==> src/rtl/rare_node_activity_monitor.sv <==
// Observes one subcircuit net over a 2**WIN_W-cycle window. It counts ones and toggles,
// flags near-constant nodes as rare, and hands the result to a collector via valid/ready.
module rare_node_activity_monitor #(
  parameter int WIN_W    = 3,
  parameter int CNT_W    = 4,
  parameter int RARE_THR = 1,
  parameter int HIST_W   = 8
) (
  input  logic              I1470_clk,
  input  logic              I1477_rst,
  input  logic              start,
  input  logic              node_in,
  output logic              busy,
  output logic              rpt_valid,
  input  logic              rpt_ready,
  output logic [CNT_W-1:0]  ones_cnt,
  output logic [CNT_W-1:0]  tog_cnt,
  output logic              rare_flag,
  output logic [HIST_W-1:0] history
);

  typedef enum logic [1:0] {IDLE, SAMPLE, REPORT} state_e;

  localparam logic [CNT_W-1:0] N_C      = CNT_W'(2 ** WIN_W);
  localparam logic [CNT_W-1:0] THR_C    = CNT_W'(RARE_THR);
  localparam logic [CNT_W-1:0] HI_C     = N_C - THR_C;
  localparam logic [WIN_W-1:0] WIN_LAST = {WIN_W{1'b1}};

  state_e              state_q, state_d;
  logic [WIN_W-1:0]    win_q, win_d;
  logic [CNT_W-1:0]    ones_q, ones_d;
  logic [CNT_W-1:0]    tog_q, tog_d;
  logic                rare_q, rare_d;
  logic [HIST_W-1:0]   hist_q, hist_d;
  logic                prev_q, prev_d;
  logic [CNT_W-1:0]    ones_inc;

  assign ones_inc = ones_q + CNT_W'(node_in);

  always_ff @(posedge I1470_clk) begin
    if (I1477_rst) begin
      state_q <= IDLE;
      win_q   <= '0;
      ones_q  <= '0;
      tog_q   <= '0;
      rare_q  <= 1'b0;
      hist_q  <= '0;
      prev_q  <= 1'b0;
    end else begin
      state_q <= state_d;
      win_q   <= win_d;
      ones_q  <= ones_d;
      tog_q   <= tog_d;
      rare_q  <= rare_d;
      hist_q  <= hist_d;
      prev_q  <= prev_d;
    end
  end

  always_comb begin
    state_d = state_q;
    win_d   = win_q;
    ones_d  = ones_q;
    tog_d   = tog_q;
    rare_d  = rare_q;
    hist_d  = hist_q;
    prev_d  = prev_q;
    case (state_q)
      IDLE: begin
        if (start) begin
          state_d = SAMPLE;
          win_d   = '0;
          ones_d  = '0;
          tog_d   = '0;
          rare_d  = 1'b0;
          hist_d  = '0;
          prev_d  = 1'b0;
        end
      end
      SAMPLE: begin
        hist_d = {hist_q[HIST_W-2:0], node_in};
        ones_d = ones_inc;
        prev_d = node_in;
        win_d  = win_q + WIN_W'(1);
        // The first sample has no predecessor, so it can never count as a toggle.
        if ((win_q != '0) && (node_in != prev_q)) tog_d = tog_q + CNT_W'(1);
        if (win_q == WIN_LAST) begin
          state_d = REPORT;
          rare_d  = (ones_inc <= THR_C) || (ones_inc >= HI_C);
        end
      end
      REPORT: begin
        if (rpt_ready) state_d = IDLE;
      end
      default: state_d = IDLE;
    endcase
  end

  assign busy      = (state_q != IDLE);
  assign rpt_valid = (state_q == REPORT);
  assign ones_cnt  = ones_q;
  assign tog_cnt   = tog_q;
  assign rare_flag = rare_q;
  assign history   = hist_q;

endmodule

==> config.mk <==
export PLATFORM = sky130hd
export DESIGN_NAME = rare_node_activity_monitor
export DESIGN_NICKNAME = d
export VERILOG_FILES = /design/src/rtl/rare_node_activity_monitor.sv
export SDC_FILE = /design/constraint.sdc
export NUM_CORES = 1
export LEC_CHECK = 0
export ABC_AREA = 0
export BUFFER_PORTS_ARGS = -buffer_cell sky130_fd_sc_hd__buf_4
export CAP_MARGIN = 10
export CORE_MARGIN = 2
export CORE_UTILIZATION = 35
export CTS_CLUSTER_DIAMETER = 100
export DETAILED_ROUTE_END_ITERATION = 12
export REMOVE_ABC_BUFFERS = 1
export SYNTH_ARGS = -nofsm -noshare
export SYNTH_HDL_FRONTEND = slang
export SYNTH_SLANG_ARGS = --single-unit
==> constraint.sdc <==
create_clock -name I1470_clk -period 1.49 [get_ports I1470_clk]
set_input_delay 0.0745 -clock I1470_clk [delete_from_list [all_inputs] [get_ports I1470_clk]]
set_output_delay 0.0745 -clock I1470_clk [all_outputs]
set_load 0.01 [all_outputs]
### Word-level counts from Yosys, hierarchy flattened

Cells that the tools add are included.

| cells by class | value |
|---|---|
| add/sub/neg operators | 3 |
| multipliers | 0 |
| divide/modulo/power cells | 0 |
| $lt $le $gt $ge | 2 |
| equality and inequality tests | 8 |
| shift-type cells | 0 |
| muxes and demuxes | 16 |
| bitwise logic cells | 0 |
| reductions and logical operators | 10 |

Operator list:

| operator | count |
|---|---|
| one-hot mux 4 bit (2 select lines) | 2 |
| one-hot mux 8 bit (2 select lines) | 1 |
| AND reduction 3 bit | 3 |
| 2-to-1 mux 4 bit | 2 |
| 2-to-1 mux 8 bit | 1 |
| 2-to-1 mux 2 bit | 3 |
| != test 2 bit, second input constant | 3 |
| one-hot mux 2 bit (3 select lines) | 1 |
| one-hot mux 3 bit (2 select lines) | 1 |
| adder 4 x 1 -> 4 bit | 1 |
| adder 4 x 1 -> 4 bit, second input constant | 1 |
| greater-or-equal comparator 4 x 3 -> 1 bit, second input constant | 1 |
| less-or-equal comparator 4 x 1 -> 1 bit, second input constant | 1 |
| one-hot mux 1 bit (2 select lines) | 2 |
| nonzero test 2 bit | 2 |
| adder 3 x 1 -> 3 bit, second input constant | 1 |
| == test 3 bit, second input constant | 1 |
| 2-to-1 mux 3 bit | 1 |
| nonzero test 3 bit | 1 |
| == test 2 x 1 -> 1 bit, second input constant | 1 |
| == test 2 bit, second input constant | 1 |
| zero test 2 bit | 1 |
| 2-to-1 mux 1 bit | 2 |
| != test 2 x 1 -> 1 bit, second input constant | 1 |
| 4 further kinds | 4 |

| storage, ports and cells | value |
|---|---|
| bits in registers | 23 |
| latch bits | 0 |
| memory bits (writable) | 0 |
| memory bits (read-only) | 0 |
| input port bits | 5 |
| output and inout bits | 19 |
| logic and storage cells | 46 |
| memories kept | 0 |

### Logic depth before layout (Yosys ltp)

| depth | value |
|---|---|
| word-level depth | 5 |
| depth in mapped cells | 5 |

### Worst setup path after synthesis

OpenSTA, ideal clock, no wires.

| path | value |
|---|---|
| path type | register to register |
| from | reg ones_q[0] (netlist: ones_cnt[0]) |
| to | reg rare_q (netlist: rare_flag) |
| arrival | 1.460 ns |
| required time | 1.399 ns |
| slack | -0.061 ns |
| cell stages (with the launch flop) | 6 |
| period minus slack after synthesis | 1.551 ns |
| path through | dfxtp_1 > ha_1 > ha_1 > xor2_1 > mux2_2 > a311oi_1 |

| on the way | value |
|---|---|
| cells in the longest elaborated chain, start to end | 5 |

Ends and longest elaborated chain:

| element | line | source |
|---|---|---|
| start, declared | 31 | `logic [CNT_W-1:0] ones_q, ones_d;` |
| start signal, assigned | 52 | `ones_q <= ones_d;` |
| adder 4 x 1 -> 4 bit (*) | 38 | `assign ones_inc = ones_q + CNT_W'(node_in);` |
| less-or-equal comparator 4 x 1 -> 1 bit / greater-or-equal comparator 4 x 3 -> 1 bit (equally long branches) | 89 | `rare_d = (ones_inc <= THR_C) \|\| (ones_inc >= HI_C);` |
| logical OR 1 bit (*) | 89 |  |
| 2-to-1 mux 1 bit (*) | 87 | `if (win_q == WIN_LAST) begin` |
| one-hot mux 1 bit (2 select lines) (*) | 68 | `case (state_q)` |
| end signal, assigned | 54 | `rare_q <= rare_d;` |
| end, declared | 33 | `logic rare_q, rare_d;` |

Every way passes the cells marked *; elsewhere a longest branch is shown, timed or not. The select of a mux whose other input is x is not followed.
A chain may end at the register's enable or synchronous reset.

### Final worst setup path

Ends and elaborated chain as after synthesis.

==> summary.md <==
| Metric | Value |
|---|---|
| # hold bufs at CTS | `0` |
| Unique masters post-synth | `34` |
| Final hold violation count | `0` |
| Synth Cell Area | `1020 um2` |
| Sequential share of the synthesized area | `43.0%` |
| Total Wirelength | `2190 um` |
| Share of layout cells above drive strength 1 | `35.3%` |
| Max Fclk | `682 MHz` |
| Die span in x | `58.1 um` |
| Skew-Pair Late Insertion Delay | `0.30 ns` |
| N_diodes | `0` |
| Final hold slack | `0.0806 ns` |
| Core ar. | `2760 um2` |
| Top cell type's share of synthesized area | `43.0%` |
| Dpl ws | `-0.0254 ns` |
| #FFs+latches synth | `22` |
| First-pass GRT wire length | `3330 um` |
| Crit. End Element | `register` |
| Vias | `852` |
| DP Cell Count | `160` |
| Avg Cell Area, Syn | `9.39 um2` |
| Slew @ Worst Pin | `0.590 ns` |
| Top_reg_cell synth | `dfxtp_1` |
| R2R setup slack | `0.02 ns` |
| Vias in the first global route | `763` |
| Tmin final | `1.47 ns` |
| Post-DP HPWL | `1500 um` |
| Min-Delay Path Depth | `3` |
| Avg Vias per Cell | `5.20` |
| Async SR Flop Fraction | `0%` |
| Iter 0 DRT Violations | `30` |
| Router iterations before antenna repair | `4` |
| Hold Crit Class | `primary input to register` |
| Total GRT Usage | `12.6%` |
| Crit Path Class | `register to register` |
| IO Count | `24` |
| Synth top area cells | `dfxtp_1 43%, a22oi_1 10%, ha_1 7.3%` |
| Most common cell in the netlist | `dfxtp_1` |
| H-tree lvl count | `1` |
| CTS tree | `yes` |
| Worst setup margin | `0.0245 ns` |
| Synth cell count leaders | `22 x dfxtp_1, 15 x nor2_1, 14 x a22oi_1, 6 x ha_1, 5 x inv_1` |
| Clock buffer depth | `2` |
| Clk_skew | `0.00371 ns` |
| Area grow syn2layout | `31.9%` |
| Slew Limit Fails | `0` |
| Initial Utilization | `37.1%` |
| Yosys Warn Count | `0` |
| M2 GR Usage | `20.0%` |
| Synth area leader | `dfxtp_1` |
| Power Dens Cells | `761 nW/um2` |
| Total power | `1.03 mW` |
| CTS Buf Count | `3` |
| # Max-Cap Violations | `0` |
| Largest net degree at the start of global routing | `26` |
| Max Fanout on Critical Path | `2` |
| Die ar. | `3370 um2` |
| WL per Instance | `13.4 um` |
| RSZ-0062 raised after global routing | `yes` |
| Global route overflow | `0` |
| Final cell count without fillers | `164` |
| Reg2Reg Depth | `5` |
| Final Wtd Congestion | `0.648` |
| Critical Path Start Type | `register` |
| Final Setup Violations | `0` |
| Root Driver | `clkbuf_4` |
| Syn Inst Count | `109` |
| Slew HR | `60.4%` |
| # DRC | `0` |
| Crit share post-route | `98.4%` |
| Layer with the highest usage | `met2` |
| VDD IR max | `0.000536 V` |
| Run status | `complete, no violations` |
| Crit path required time | `1.71 ns` |
| Clock transition at path regs | `0.11 ns` |
| Leakage power | `0.547 nW` |
| Core Rows | `19` |
| TritonCTS Sinks | `22` |
| IO Port Bufs | `23` |
| NumNets Final | `146` |
| Die Y | `58.1 um` |
| Routing usage on met3 | `2.68%` |
| Arrival @ worst endpoint | `1.68 ns` |
| Met1 usage | `16.8%` |
| Post-synth EDFFs | `0` |
| Antenna violations before repair | `0` |
| Routed Antenna Nets | `0` |
==> report_power, final <==
part           internal, mW  switching, mW
clock network        0.0941          0.168
registers             0.599        0.00944
logic                0.0753         0.0814
total                 0.768          0.259
==> final cells by class <==
class                           instances  area, um2
Multi-Input combinational cell         74        583
Inverter                                5       18.8
Fill cell                             277       1410
Tap cell                               31       38.8
Clock buffer                            3       22.5
Sequential cell                        22        444
Timing Repair Buffer                   29        243
==> state kept, by name (all words and copies together) (netlist names) <==
register,flops
prev_q,1
win_q,3
tog_cnt,4
ones_cnt,4
history,7
state_q,2
rare_flag,1
==> critical path: stages (launching register included) <==
cell	delay, ns
dfxtp_2	0.35
ha_4	0.16
ha_4	0.16
xor2_2	0.14
mux2_4	0.31
a311oi_2	0.25
==> stage by stage <==
step / utilization (%) / cell area (um2) / TNS, ns
after floorplan: - / 978 / -0.0607
after global routing: 49.0 / 1350 / -0.0239
after detailed placement: 45.4 / 1250 / -0.0254
after global placement: 45.4 / 1250 / 0
after CTS: 46.4 / 1280 / 0
final: 49.0 / 1350 / 0
==> worst paths after layout <==
check | startpoint | to
worst max register to register | ones_cnt[0]$_SDFFE_PP0P_ | rare_flag$_SDFFE_PP0P_
worst max-delay path | ones_cnt[0]$_SDFFE_PP0P_ | rare_flag$_SDFFE_PP0P_
worst min register to register | tog_cnt[3]$_SDFFE_PP0P_ | tog_cnt[3]$_SDFFE_PP0P_
worst min-delay path | node_in | prev_q$_SDFFE_PP0P_
==> cell usage in the layout (no fill, tap or decap), types with 2 or more instances in the layout <==
cell and n:
dfxtp_2 3, mux2i_1 2, o31ai_1 2, nand3b_1 4
inv_1 5, or3b_2 2, clkbuf_4 3, a21oi_1 2
a22oi_1 14, buf_4 27, buf_12 2, ha_1 4
nor2_1 15, ha_4 2, nand3_1 2, dfxtp_1 19
nand2b_1 2
==> logic make-up after synthesis <==
family                     after synthesis  synth area share (%)
AOI/OAI and AO/OA                       25                  17.6
xor gates and xnor gates                 3                  2.57
adders and majority gates                6                  7.33
buffers and inverters                   13                  6.23
DFF                                     22                  43.0
muxes                                    3                  3.06
and+or+nand+nor                         37                  20.2
==> timing repair <==
action,in CTS,in global routing
gates resized for setup,3,12
buffers inserted,0,1
pin swaps,1,3
endpoints found under the setup margin,3,4
==> metal layers <==
metal / share of wire, % / wire [um]
met3: 5.0 / 109
met5: 0 / 0
met1: 48 / 1060
met4: 0.59 / 13
met2: 46 / 1010
No activity file was read; power rests on OpenSTA's default activity.
